## src/rtl/hazard_ctrl.sv

```systemverilog
`default_nettype none
// ============================================================================
//  Module   : hazard_ctrl
//  Brief    : Pipeline hazard unit for a 5-stage core. Produces stalls,
//             flushes and operand forwarding selects, tracks data-memory
//             waits with a timeout flag, and counts stall/flush cycles.
//  Revision : 1.0 - initial release
// ============================================================================
module hazard_ctrl #(
    parameter int WIDTH   = 32,
    parameter int TIMEOUT = 16
) (
    input  logic             clk,
    input  logic             rst_n,
    input  logic [4:0]       Rs1_D,
    input  logic [4:0]       Rs2_D,
    input  logic [4:0]       Rs1_E,
    input  logic [4:0]       Rs2_E,
    input  logic [4:0]       Rd_E,
    input  logic [4:0]       Rd_M,
    input  logic [4:0]       Rd_W,
    input  logic             RegWrite_M,
    input  logic             RegWrite_W,
    input  logic [1:0]       ResultSrc_E,
    input  logic             PCSrc_E,
    input  logic             mem_req_M,
    input  logic             mem_ready,
    output logic             Stall_F,
    output logic             Stall_D,
    output logic             Stall_E,
    output logic             Stall_M,
    output logic             Flush_D,
    output logic             Flush_E,
    output logic             Flush_W,
    output logic [1:0]       ForwardA_E,
    output logic [1:0]       ForwardB_E,
    output logic             mem_err,
    output logic [WIDTH-1:0] stall_cycles,
    output logic [WIDTH-1:0] flush_count
);

    localparam int            CW   = $clog2(TIMEOUT + 1);
    localparam logic [CW-1:0] TMAX = CW'(TIMEOUT);

    typedef enum logic [0:0] {
        RUN  = 1'b0,
        WAIT = 1'b1
    } state_t;

    state_t            state_q, state_d;
    logic [CW-1:0]     wcnt_q, wcnt_d;
    logic              mem_err_q, mem_err_d;
    logic [WIDTH-1:0]  stall_q, stall_d;
    logic [WIDTH-1:0]  flush_q, flush_d;

    logic mwait;
    logic lu;
    logic any_stall;
    logic any_flush;

    assign mwait = mem_req_M & ~mem_ready;
    assign lu    = (ResultSrc_E == 2'b01) && (Rd_E != 5'd0) &&
                   ((Rd_E == Rs1_D) || (Rd_E == Rs2_D));

    // Stall/flush priority: memory freeze, then taken branch, then load-use.
    // A branch held in E during a freeze naturally flushes once the freeze lifts.
    always_comb begin
        Stall_F = 1'b0;
        Stall_D = 1'b0;
        Stall_E = 1'b0;
        Stall_M = 1'b0;
        Flush_D = 1'b0;
        Flush_E = 1'b0;
        Flush_W = 1'b0;
        if (mwait) begin
            Stall_F = 1'b1;
            Stall_D = 1'b1;
            Stall_E = 1'b1;
            Stall_M = 1'b1;
            Flush_W = 1'b1;
        end else if (PCSrc_E) begin
            Flush_D = 1'b1;
            Flush_E = 1'b1;
        end else if (lu) begin
            Stall_F = 1'b1;
            Stall_D = 1'b1;
            Flush_E = 1'b1;
        end
    end

    // Forwarding selects; the younger result in M wins over W.
    always_comb begin
        ForwardA_E = 2'b00;
        ForwardB_E = 2'b00;
        if (RegWrite_M && (Rd_M != 5'd0) && (Rd_M == Rs1_E))
            ForwardA_E = 2'b10;
        else if (RegWrite_W && (Rd_W != 5'd0) && (Rd_W == Rs1_E))
            ForwardA_E = 2'b01;
        if (RegWrite_M && (Rd_M != 5'd0) && (Rd_M == Rs2_E))
            ForwardB_E = 2'b10;
        else if (RegWrite_W && (Rd_W != 5'd0) && (Rd_W == Rs2_E))
            ForwardB_E = 2'b01;
    end

    // Memory-wait FSM with saturating wait counter and sticky timeout flag.
    always_comb begin
        state_d   = state_q;
        wcnt_d    = wcnt_q;
        mem_err_d = mem_err_q;
        case (state_q)
            RUN: begin
                if (mwait) state_d = WAIT;
            end
            WAIT: begin
                if (!mwait) begin
                    state_d = RUN;
                    wcnt_d  = '0;
                end else if (wcnt_q != TMAX) begin
                    wcnt_d = wcnt_q + CW'(1);
                    if (wcnt_q == TMAX - CW'(1)) mem_err_d = 1'b1;
                end
            end
            default: begin
                state_d = RUN;
                wcnt_d  = '0;
            end
        endcase
    end

    assign any_stall = Stall_F | Stall_D | Stall_E | Stall_M;
    assign any_flush = Flush_D | Flush_E;

    // Saturating performance counters.
    always_comb begin
        stall_d = stall_q;
        flush_d = flush_q;
        if (any_stall && !(&stall_q)) stall_d = stall_q + WIDTH'(1);
        if (any_flush && !(&flush_q)) flush_d = flush_q + WIDTH'(1);
    end

    // State registers; reset abandons any wait in progress.
    always_ff @(posedge clk or negedge rst_n) begin
        if (!rst_n) begin
            state_q   <= RUN;
            wcnt_q    <= '0;
            mem_err_q <= 1'b0;
            stall_q   <= '0;
            flush_q   <= '0;
        end else begin
            state_q   <= state_d;
            wcnt_q    <= wcnt_d;
            mem_err_q <= mem_err_d;
            stall_q   <= stall_d;
            flush_q   <= flush_d;
        end
    end

    assign mem_err      = mem_err_q;
    assign stall_cycles = stall_q;
    assign flush_count  = flush_q;

endmodule
`default_nettype wire
```

## config.mk

```make
export PLATFORM = sky130hd
export DESIGN_NAME = hazard_ctrl
export DESIGN_NICKNAME = d
export VERILOG_FILES = /design/src/rtl/hazard_ctrl.sv
export SDC_FILE = /design/constraint.sdc
export NUM_CORES = 1
export LEC_CHECK = 0
export ABC_AREA = 0
export CORE_MARGIN = 3
export CORE_UTILIZATION = 40
export CTS_CLUSTER_DIAMETER = 120
export DETAILED_ROUTE_END_ITERATION = 8
export PLACE_DENSITY = 0.7
export SLEW_MARGIN = 5
export SYNTH_ARGS = -nofsm -noshare
export SYNTH_HDL_FRONTEND = slang
export SYNTH_SLANG_ARGS = --single-unit
```

## constraint.sdc

```tcl
create_clock -name clk -period 6.3 [get_ports clk]
set_clock_uncertainty 0.05 [all_clocks]
set_input_delay 0.945 -clock clk [delete_from_list [all_inputs] [get_ports clk]]
set_output_delay 0.945 -clock clk [all_outputs]
set_load 0.005 [all_outputs]
```

== Yosys cells after proc, flatten, opt, wreduce, memory -nomap -nowiden ==
Index checks and enable logic that the tools add are counted.
Operators by class
  add/sub/neg operators: 3
  equality and inequality tests: 10
  mux-type cells: 14
  bitwise operators: 5
  reduce and logical (&&, ||, !) cells: 20
Operator list (number)
  32-bit by 1-bit adder with 32-bit output (second input constant): 2
  32-bit AND reduction: 2
  5-bit equality test: 6
  5-bit nonzero test: 3
  1-bit logical AND: 10
  1-bit two-way mux: 10
  5-bit two-way mux: 2
  5-bit by 1-bit adder with 5-bit output (second input constant): 1
  5-bit by 4-bit equality test with 1-bit output (second input constant): 1
  5-bit inequality test (second input constant): 1
  2-bit two-way mux: 2
  4-bit AND reduction: 1
  1-bit OR: 3
  2-bit by 1-bit equality test with 1-bit output (second input constant): 1
  1-bit zero test: 2
  2-bit by 1-bit inequality test with 1-bit output (second input constant): 1
  2-bit AND reduction: 1
  1-bit AND: 1
  1-bit logical OR: 1
  1-bit NOT: 1
Storage, ports and cells
  flip-flop bits (word level): 71
  input bits: 44
  output and inout port bits: 76
  word-level logic and storage cells: 57

== Depth between registers and ports, before layout ==
Gate-level depths: netlist of the first run.
  depth after elaboration: 9
  gate-level depth with buffers: 8

== Worst setup path before layout of the first run ==
OpenSTA, ideal clock, no wires.
  kind: input to output
  from: input Rd_E[1]
  to: output Stall_F
  data arrival time: 2202 ps
  data required time: 5305 ps
  slack: 3103 ps
  stages: 6
  cell sequence: xor2_1 -> nor3_1 -> a22oi_1 -> o31ai_1 -> buf_2 -> buf_4
Between the ends
  longest elaborated chain between the ends: 6
  elaborated cells on any way between the ends: 9
Ends and longest elaborated chain
  from (decl): RTL line 19  | input logic [4:0] Rd_E,
  5-bit equality test or 5-bit nonzero test (tied branches): RTL line 63, 62
  1-bit logical OR or 1-bit logical AND (tied branches): RTL line 63, 62
  1-bit logical AND *: RTL line 62  | assign lu = (ResultSrc_E == 2'b01) && (Rd_E != 5'd0) &&
  1-bit two-way mux * (3 in series)
  to (decl): RTL line 28  | output logic Stall_F,
Mark *: on every way between the ends. The rest lies on a longest branch, timed or not.

== Worst setup path after layout of the first run ==
  from: input Rd_E[2]
  to: output Flush_E
Between the ends
  longest elaborated chain between the ends: 6
  elaborated cells on any way between the ends: 9
Ends and longest elaborated chain
  5-bit equality test or 5-bit nonzero test (tied branches): RTL line 63, 62
  1-bit logical OR or 1-bit logical AND (tied branches): RTL line 63, 62
  1-bit logical AND *: RTL line 62
  1-bit two-way mux *: RTL line 84  | end else if (lu) begin
  1-bit two-way mux *: RTL line 81  | end else if (PCSrc_E) begin
  1-bit two-way mux *: RTL line 75  | if (mwait) begin
  to (decl): RTL line 33  | output logic Flush_E,
Marked as above.

==> reports/qor.txt, run 1 <==
internal cell power: 774.2 µW
Netlist cell types: 43
# DRC: 0
Worst Path Required: 5.30 ns
Fmax achieved: 235.5 MHz
final wirelength: 9468 µm
hold buffers post-CTS: 0
Clock Path Buffers: 2
Net count, final: 563
WP data arrival: 3.25 ns
pin count of the biggest net entering global routing: 72
post-synthesis simple-gate area fraction: 25.26%
Initial Utilization: 41.64%
dpl hpwl: 6888 µm
hold path startpoint: mem_err
MaxCap Viol Count: 0
synthesized flop and latch total: 71
startpoint types: input pin
M1 GR Usage: 23.30%
vias per std cell: 5.176
setup violators final: 0
Wirelength per Cell: 14.66 µm
Worst Setup Path Type: input pin to output pin
XOR/XNOR Fraction of Synth Area: 20.42%
total grt overflow: 0
drt pass-1 iters: 4
clk slew on worst S/H paths: 0.07 ns
slew margin rel.: 35.33%
Adder-Cell Fraction of Synth Area: 1.603%
die span in x: 104.8 µm
crit path launch: Rd_E[2]
Final Hold Fails: 0
peak supply drop: 0.0001162 V
largest family of logic cells by synthesized area: simple AND/OR/NAND/NOR gates
Clock Tree Root: clkbuf_8
Syn. warnings: 0
post-synthesis mux area share: 0.5771%
syn nets: 442
Post-synth EDFFs: 0
Fill cells: 865
post-place setup slack: 2.061 ns
status: completed
Critical Path Fanout Max: 6
latest clock arrival within the worst-skew pair: 0.34 ns
antenna violations before repair: 0
RSZ-0062 raised after global routing: no
max-slew violations: 0
net switching power: 326.8 µW
Synth area leader: dfrtp_1
CP endpoint kind: output pin
Synth top cells by count: dfrtp_1, xnor2_1, xor2_1, nand3_1, nand2_1
share of cells above drive strength 1: 5.416%
fraction of registers with async set/reset: 100.0%
H-tree depth: 3
P per Cell Area: 204.8 nW/µm²
leak pwr: 2.237 nW
n_diodes: 0
Final Power: 1.101 mW
top-count cell post-synth: dfrtp_1
post-CTS sizing: 0
post-route minimum period: 4.245 ns
Switching Fraction: 29.68%
Synth Flop Type: dfrtp_1
Comb power frac: 23.1%
Die Area: 10980 µm²
CTS tree: yes
final worst setup slack: 2.055 ns
GRT Util Overall: 17.59%
grt peak-use layer: met2
die height: 104.8 µm
placer congestion estimate: 0.8286
period utilization: 67.39%
Flop pwr share: 49.7%
TNS Setup: 0 ns
met3 Usage GRT: 5.127%
Cells after Synth: 393
fin util: 57.37%
IO Pins: 120
ANT nets after route: 0
synth top area cells: dfrtp_1, xnor2_1, xor2_1
Worst Max-Slew Pin Slew: 0.9672 ns
area delta synth->final: 37.77%
mapped cell area: 3902 µm²
port bufs: 119
Setup Fix Bufs, Post-CTS: 0
vias in the first global route: 3203
Yosys top cell area share: 45.53%
Core ar.: 9371 µm²
Clock Sinks: 71
RR Startpoint: flush_count[9]
Compound-Gate Fraction of Synth Area: 3.495%
row cnt: 35
R2R setup slack: 3.66 ns
Vias: 3344
Clk pwr share: 27.1%
Avg Synthesized Cell Area: 9.930 µm²
Worst Hold Class: flip-flop to flip-flop
GR Layer Usage met2: 28.00%
TritonCTS buffer count: 9
first-iteration detailed-routing DRC count: 96
first-pass GRT wire length: 15880 µm
post-synthesis sequential area ratio: 45.53%
## metal layers
layer	part of all wire, %	vias up	wire, µm
met4	1.2	0	117
met2	48	87	4540
met3	5.3	12	504
met1	45	1617	4306
met5	0	-	0
li1	-	1628	-
## path summary, 6_finish.rpt
check	end	cells after the start
setup / recovery	Flush_E	7
hold / removal	mem_err	1
setup reg to reg	flush_count[1]	5
hold reg to reg	mem_err	1
max in group asynchronous	flush_count[16]	2
min in group asynchronous	wcnt_q[2]	2
## cells by family after synthesis
kind of cell	after synthesis
xor+xnor	91
simple gates	176
flops	71
mux	2
fa+ha+maj	5
compound gates	21
buf+inv	27
## area by class of cell
class	instances	area, µm²	share of cell area, %
Multi-Input combinational cell	295	2018	37.54
Sequential cell	71	1777	33.05
Clock buffer	9	123.9	2.304
Timing Repair Buffer	123	1216	22.62
Tap cell	129	161.4	3.002
Clock inverter	5	27.53	0.5120
Inverter	14	52.55	0.9774
## placed cells by master, fill, tap and decap left out, types with 2 or more instances in the layout
| master | instances |
|---|---|
| buf_4 | 4 |
| xnor2_1 | 47 |
| inv_1 | 14 |
| mux2_2 | 2 |
| and4_1 | 6 |
| and3_1 | 16 |
| a31oi_1 | 2 |
| or4_1 | 5 |
| clkbuf_8 | 9 |
| ha_1 | 5 |
| nor2b_1 | 2 |
| nand2_1 | 26 |
| clkdlybuf4s50_1 | 118 |
| nor4_1 | 12 |
| nor3b_1 | 2 |
| xor2_1 | 44 |
| or3_1 | 2 |
| nor3_1 | 14 |
| nand4_1 | 24 |
| nor3_2 | 2 |
| clkinv_2 | 4 |
| nand2b_1 | 2 |
| nor2_1 | 19 |
| and2_1 | 6 |
| dfrtp_1 | 71 |
| nand3_1 | 32 |
| a21oi_1 | 3 |
| o21ai_0 | 6 |
## worst max-delay path, cell delays in order
cell	delay, ns
clkdlybuf4s50_1	0.48
or4_1	0.54
o21ai_1	0.29
a21oi_1	0.24
nand2b_1	0.21
inv_1	0.09
clkdlybuf4s50_1	0.46
## state kept, by name (all words and copies together) (netlist names)
| name | count |
|---|---|
| mem_err | 1 |
| flush_count | 32 |
| stall_cycles | 32 |
| wcnt_q | 5 |
| state_q | 1 |
## metrics by stage
stage | hold slack [ns] | std cells | cell area (µm²)
after global placement | 0.4214 | 632 | 5225
after global routing | 0.4785 | 646 | 5376
final | 0.4399 | 646 | 5376
after detailed placement | 0.4184 | 632 | 5225
after CTS | 0.4401 | 646 | 5376
after floorplan | 0.3998 | 393 | 3902
## power groups by stage
stage          logic (mW)  registers (mW)  clock network [mW]
5_1_grt             0.280           0.556               0.332
3_5_place_dp        0.258           0.556                   0
6_report            0.255           0.548               0.298
3_3_place_gp        0.253           0.553                   0
2_1_floorplan       0.110           0.550                   0
4_1_cts             0.259           0.548               0.311
No activity file was read; power rests on OpenSTA's default activity.
==> inputs of run 2 (changes only) <==
- PLACE_DENSITY: 0.7 -> 0.73
- clock period: 6.3 -> 3.9 ns (I/O delays scaled with it)
==> run 2 against run 1 <==
Register-to-register slack got worse by 2.1 ns. Hold slack worse by 0.40 ns. Setup slack worse by 1.7 ns. Critical path type unchanged. Final cell count rose by 0.46%.
==> reports/qor.txt, run 2 (synthesis results as in run 1) <==
slew margin rel.: 39.46% (+4.1 points)
placer congestion estimate: 0.8403 (+1.4%)
Fmax achieved: 283.6 MHz
CTS tree: yes
post-CTS sizing: 0 (unchanged)
max-slew violations: 0 (unchanged)
Final Non-Filler Cells: 649 (+0.46%)
vias in the first global route: 3413 (+6.6%)
port bufs: 119 (unchanged)
status: completed
post-route minimum period: 3.526 ns
Cells after DPL: 634 (+0.32%)
Die Area: 10980 µm² (unchanged)
post-place setup slack: 0.3721 ns (-1.689 ns)
most frequent cells in the layout: clkdlybuf4s50_1, dfrtp_1, xnor2_1
Worst Path Required: 3.26 ns (-2.04 ns)
drt pass-1 iters: 4 (unchanged)
MaxCap Viol Count: 0 (unchanged)
hold buffers post-CTS: 0 (unchanged)
commonest non-fill, non-tap cell in the layout: clkdlybuf4s50_1
pin count of the biggest net entering global routing: 40 (-44%)
n_diodes: 0 (unchanged)
Worst Hold Class: input pin to asynchronous set/reset pin
area delta synth->final: 38.86%
period utilization: 90.40%
first-iteration detailed-routing DRC count: 70 (-27%)
antenna violations before repair: 0 (unchanged)
ANT nets after route: 0 (unchanged)
IO Pins: 120 (unchanged)
# DRC: 0 (unchanged)
final wirelength: 9597 µm (+1.4%)
R2R setup slack: 1.52 ns (-2.14 ns)
CP endpoint kind: output pin
H-tree depth: 3 (unchanged)
Worst Setup Path Type: input pin to output pin
dpl hpwl: 7265 µm (+5.5%)
die span in x: 104.8 µm (unchanged)
Core ar.: 9371 µm² (unchanged)
Vias: 3410 (+2.0%)
first-pass GRT wire length: 16210 µm (+2.1%)
Final Power: 1.864 mW (+69%)
Worst Max-Slew Pin Slew: 0.9058 ns (-0.06140 ns)
Wirelength per Cell: 14.79 µm (+0.89%)
Clock Tree Root: clkbuf_8
RSZ-0062 raised after global routing: no
P per Cell Area: 343.9 nW/µm² (+68%)
WP data arrival: 2.89 ns (-0.36 ns)
Setup Fix Bufs, Post-CTS: 0 (unchanged)
Reg-to-Reg End: stall_cycles[22]
R2R depth: 5 (unchanged)
startpoint types: input pin
GRT Util Overall: 17.82% (+0.24 points)
Critical Path Fanout Max: 6 (unchanged)
peak supply drop: 0.0002151 V (+85%)
Initial Utilization: 41.64% (unchanged)
TNS Setup: 0 ns (unchanged)
latest clock arrival within the worst-skew pair: 0.34 ns (about the same)
die height: 104.8 µm (unchanged)
Clock Sinks: 71 (unchanged)
Net count, final: 565 (+0.36%)
clk slew on worst S/H paths: 0.08 ns (about the same)
final worst setup slack: 0.3745 ns (-1.680 ns)
row cnt: 35 (unchanged)
TritonCTS buffer count: 9 (unchanged)
share of cells above drive strength 1: 5.769% (+0.35 points)
Clock Path Buffers: 2 (unchanged)
leak pwr: 2.262 nW (+1.1%)
Final Hold Fails: 0 (unchanged)
total grt overflow: 0 (unchanged)
RR Startpoint: stall_cycles[0]
vias per std cell: 5.254 (+1.5%)
setup violators final: 0 (unchanged)
run 2: cell types whose count changed in the layout (fill, tap and decap cells not counted):
cell	delta
buf_4	+2
a2111oi_0	-1
a2111oi_1	+1
bufinv_16	+1
clkbuf_1	+1
clkinvlp_4	-1
run 2: how the worst max path moves through the flow:
| stage | to | startpoint |
|---|---|---|
| floorplan | Stall_F | Rd_E[1] |
| global placement | Flush_E | Rd_E[1] |
| detailed placement | Flush_E | Rd_E[1] |
| CTS | Flush_E | Rd_E[1] |
| global route | Flush_E | Rd_E[1] |
| finish | Flush_E | Rd_E[1] |
run 2: critical path, stage by stage:
cell and delay (ns):
clkdlybuf4s50_1 0.47, or4_1 0.55, o21ai_1 0.28, a21oi_1 0.24, nand2b_1 0.22, inv_1 0.09
clkdlybuf4s50_1 0.45
run 2: power by group:
group	switching [mW]	internal, mW
clock network	0.272	0.288
logic	0.184	0.236
registers	0.0848	0.799
run 2: stage by stage:
step / hold slack (ns) / utilization [%] / instance area, µm²
6_report: 0.04210 / 57.82 / 5419
5_1_grt: 0.05442 / 57.82 / 5419
4_1_cts: 0.04019 / 57.81 / 5418
3_5_place_dp: 0.4086 / 55.91 / 5240
3_3_place_gp: 0.4058 / 55.91 / 5240
2_1_floorplan: 0.2394 / - / 3902
run 2: final cells by class:
type	instances	area, µm²
clock buffers	10	127.6
clock inverters	5	50.05
fillers	819	3953
inverters	14	52.55
multi-input cells	295	2019
flip-flops and latches	71	1777
well taps	129	161.4
repair buffers	125	1231
run 2: per-layer routing:
layer	GRT usage [%]	up-vias	wire length (µm)
li1	-	1634	-
met1	22.97	1638	4180
met2	29.24	114	4689
met3	4.077	24	526
met4	6.654	0	200
met5	0	-	0
==> inputs of run 3 (changes only) <==
- ABC_AREA: 0 -> not set
- PLACE_DENSITY: 0.73 -> not set
- PLACE_DENSITY_LB_ADDON: not set -> 0.12
==> run 3 against run 2 <==
Design area hardly changed. Sequential power hardly changed. Register-to-register slack worse by 0.11 ns. Global-route usage is 0.27 points lower. Final cell count is 0.15% lower. Wire length is 3.4% lower. Fmax is 0.63% higher. Highest routed layer unchanged. Power hardly changed. Utilization hardly changed. Critical endpoint unchanged. First-iteration DRC count is 43% higher.
==> reports/qor.txt, run 3 (synthesis results as in run 1) <==
status: completed
Slowest-stage cell, CP: or4_1
antenna violations before repair: 0 (unchanged)
peak supply drop: 0.0002084 V (-3.1%)
startpoint types: input pin
die span in x: 104.8 µm (unchanged)
Core ar.: 9371 µm² (unchanged)
slew margin rel.: 26.27% (-13 points)
period utilization: 89.83% (-0.56 points)
Vias: 3308 (-3.0%)
TNS Setup: 0 ns (unchanged)
setup violators final: 0 (unchanged)
dpl hpwl: 6918 µm (-4.8%)
Initial Utilization: 41.64% (unchanged)
area delta synth->final: 38.76% (about the same)
Fill cells: 836 (+2.1%)
Clock Sinks: 71 (unchanged)
drt pass-1 iters: 4 (unchanged)
port bufs: 119 (unchanged)
clk slew on worst S/H paths: 0.08 ns (about the same)
latest clock arrival within the worst-skew pair: 0.35 ns (about the same)
WP data arrival: 2.87 ns (-0.02 ns)
IO Pins: 120 (unchanged)
hold buffers post-CTS: 0 (unchanged)
TritonCTS buffer count: 9 (unchanged)
GRT Util Overall: 17.55% (-0.27 points)
P per Cell Area: 344.2 nW/µm² (about the same)
Setup Fix Bufs, Post-CTS: 0 (unchanged)
multi-input logic area: 2018 µm² (about the same)
CTS tree: yes
post-route minimum period: 3.504 ns (-0.02201 ns)
first-iteration detailed-routing DRC count: 100 (+43%)
pin count of the biggest net entering global routing: 72 (+80%)
H-tree depth: 3 (unchanged)
n_diodes: 0 (unchanged)
post-CTS sizing: 0 (unchanged)
share of cells above drive strength 1: 5.780% (+0.011 points)
vias per std cell: 5.105 (-2.8%)
crit-path cells: clkdlybuf4s50_1 -> or4_1 -> o21ai_1 -> a21oi_1 -> nand2b_1 -> inv_1 -> clkdlybuf4s50_1
Clock Tree Root: clkbuf_8
RSZ-0062 raised after global routing: no
fin util: 57.78% (about the same)
final wirelength: 9270 µm (-3.4%)
Fmax achieved: 285.4 MHz (+0.63%)
Critical Path Fanout Max: 6 (unchanged)
CP dominant cell by count: clkdlybuf4s50_1
MaxCap Viol Count: 0 (unchanged)
most frequent cells in the layout: clkdlybuf4s50_1, dfrtp_1, xnor2_1
Clock Path Buffers: 2 (unchanged)
max-slew violations: 0 (unchanged)
vias in the first global route: 3253 (-4.7%)
CP endpoint kind: output pin
Worst Setup Path Type: input pin to output pin
row cnt: 35 (unchanged)
Final Power: 1.864 mW (about the same)
FF/Latch Area: 1777 µm² (unchanged)
commonest non-fill, non-tap cell in the layout: clkdlybuf4s50_1
Net count, final: 563 (-0.35%)
Die Area: 10980 µm² (unchanged)
Worst Hold Class: input pin to asynchronous set/reset pin
Worst Path Required: 3.26 ns (about the same)
Max stage delay on crit path: 0.52 ns (-0.03 ns)
placer congestion estimate: 0.7831 (-6.8%)
Worst Max-Slew Pin Slew: 1.078 ns (+0.1723 ns)
Wirelength per Cell: 14.31 µm (-3.3%)
R2R setup slack: 1.41 ns (-0.11 ns)
# DRC: 0 (unchanged)
ANT nets after route: 0 (unchanged)
total grt overflow: 0 (unchanged)
leak pwr: 2.252 nW (-0.41%)
first-pass GRT wire length: 15900 µm (-1.9%)
Final Hold Fails: 0 (unchanged)
die height: 104.8 µm (unchanged)
-- run 3: cell types whose count changed in the layout (fill, tap and decap cells not counted), sizes merged --
| cell | before | now |
|---|---|---|
| clkbuf | 10 | 11 |
| buf | 7 | 5 |
| bufinv | 1 | 0 |
| clkinvlp | 0 | 1 |
| inv | 14 | 16 |
| clkinv | 4 | 2 |
-- run 3: cell type report --
cell class              instances  share of cell area [%]
well taps                     129                   2.981
multi-input cells             295                   37.27
clock buffers                  11                   2.796
repair buffers                123                   22.46
flip-flops and latches         71                   32.81
inverters                      14                  0.9704
clock inverters                 5                  0.7163
-- run 3: stage by stage --
step / hold slack [ns] / std cells / cell area (µm²) / worst slack (ns)
floorplan: 0.2394 / 393 / 3902 / 1.423
global placement: 0.4189 / 632 / 5225 / 0.4135
detailed placement: 0.4073 / 632 / 5225 / 0.3873
CTS: 0.4267 / 648 / 5415 / 0.3742
global route: 0.4500 / 648 / 5415 / 0.2108
finish: 0.3727 / 648 / 5415 / 0.3965
-- run 3: worst paths after layout --
| kind | startpoint | endpoint | cells past startpoint |
|---|---|---|---|
| max | Rd_E[2] | Flush_E | 7 |
| min | rst_n | stall_cycles[26] | 2 |
| max reg2reg | stall_cycles[0] | stall_cycles[22] | 5 |
| min reg2reg | mem_err | mem_err | 1 |
| max in group asynchronous | rst_n | flush_count[6] | 2 |
| min in group clk | mem_err | mem_err | 1 |
-- run 3: layer usage --
layer,routed length [µm],GRT usage [%],up-vias
li1,-,-,1640
met1,4360,24.24,1579
met2,4421,27.73,79
met3,380,3.891,10
met4,108,5.061,0
met5,0,0,-
-- run 3: critical path, delay by kind of cell --
| family | cells | cell delay, ns |
|---|---|---|
| AOI/OAI and AO/OA | 2 | 0.51 |
| buffers and inverters | 3 | 1.03 |
| and+or+nand+nor | 2 | 0.73 |
-- run 3: power breakdown --
part | internal [mW] | total (mW) | leakage, nW | switching [mW]
clock network | 0.270 | 0.566 | 0.0963 | 0.295
logic | 0.234 | 0.416 | 1.21 | 0.181
registers | 0.799 | 0.883 | 0.942 | 0.0836
total | 1.30 | 1.86 | 2.25 | 0.560
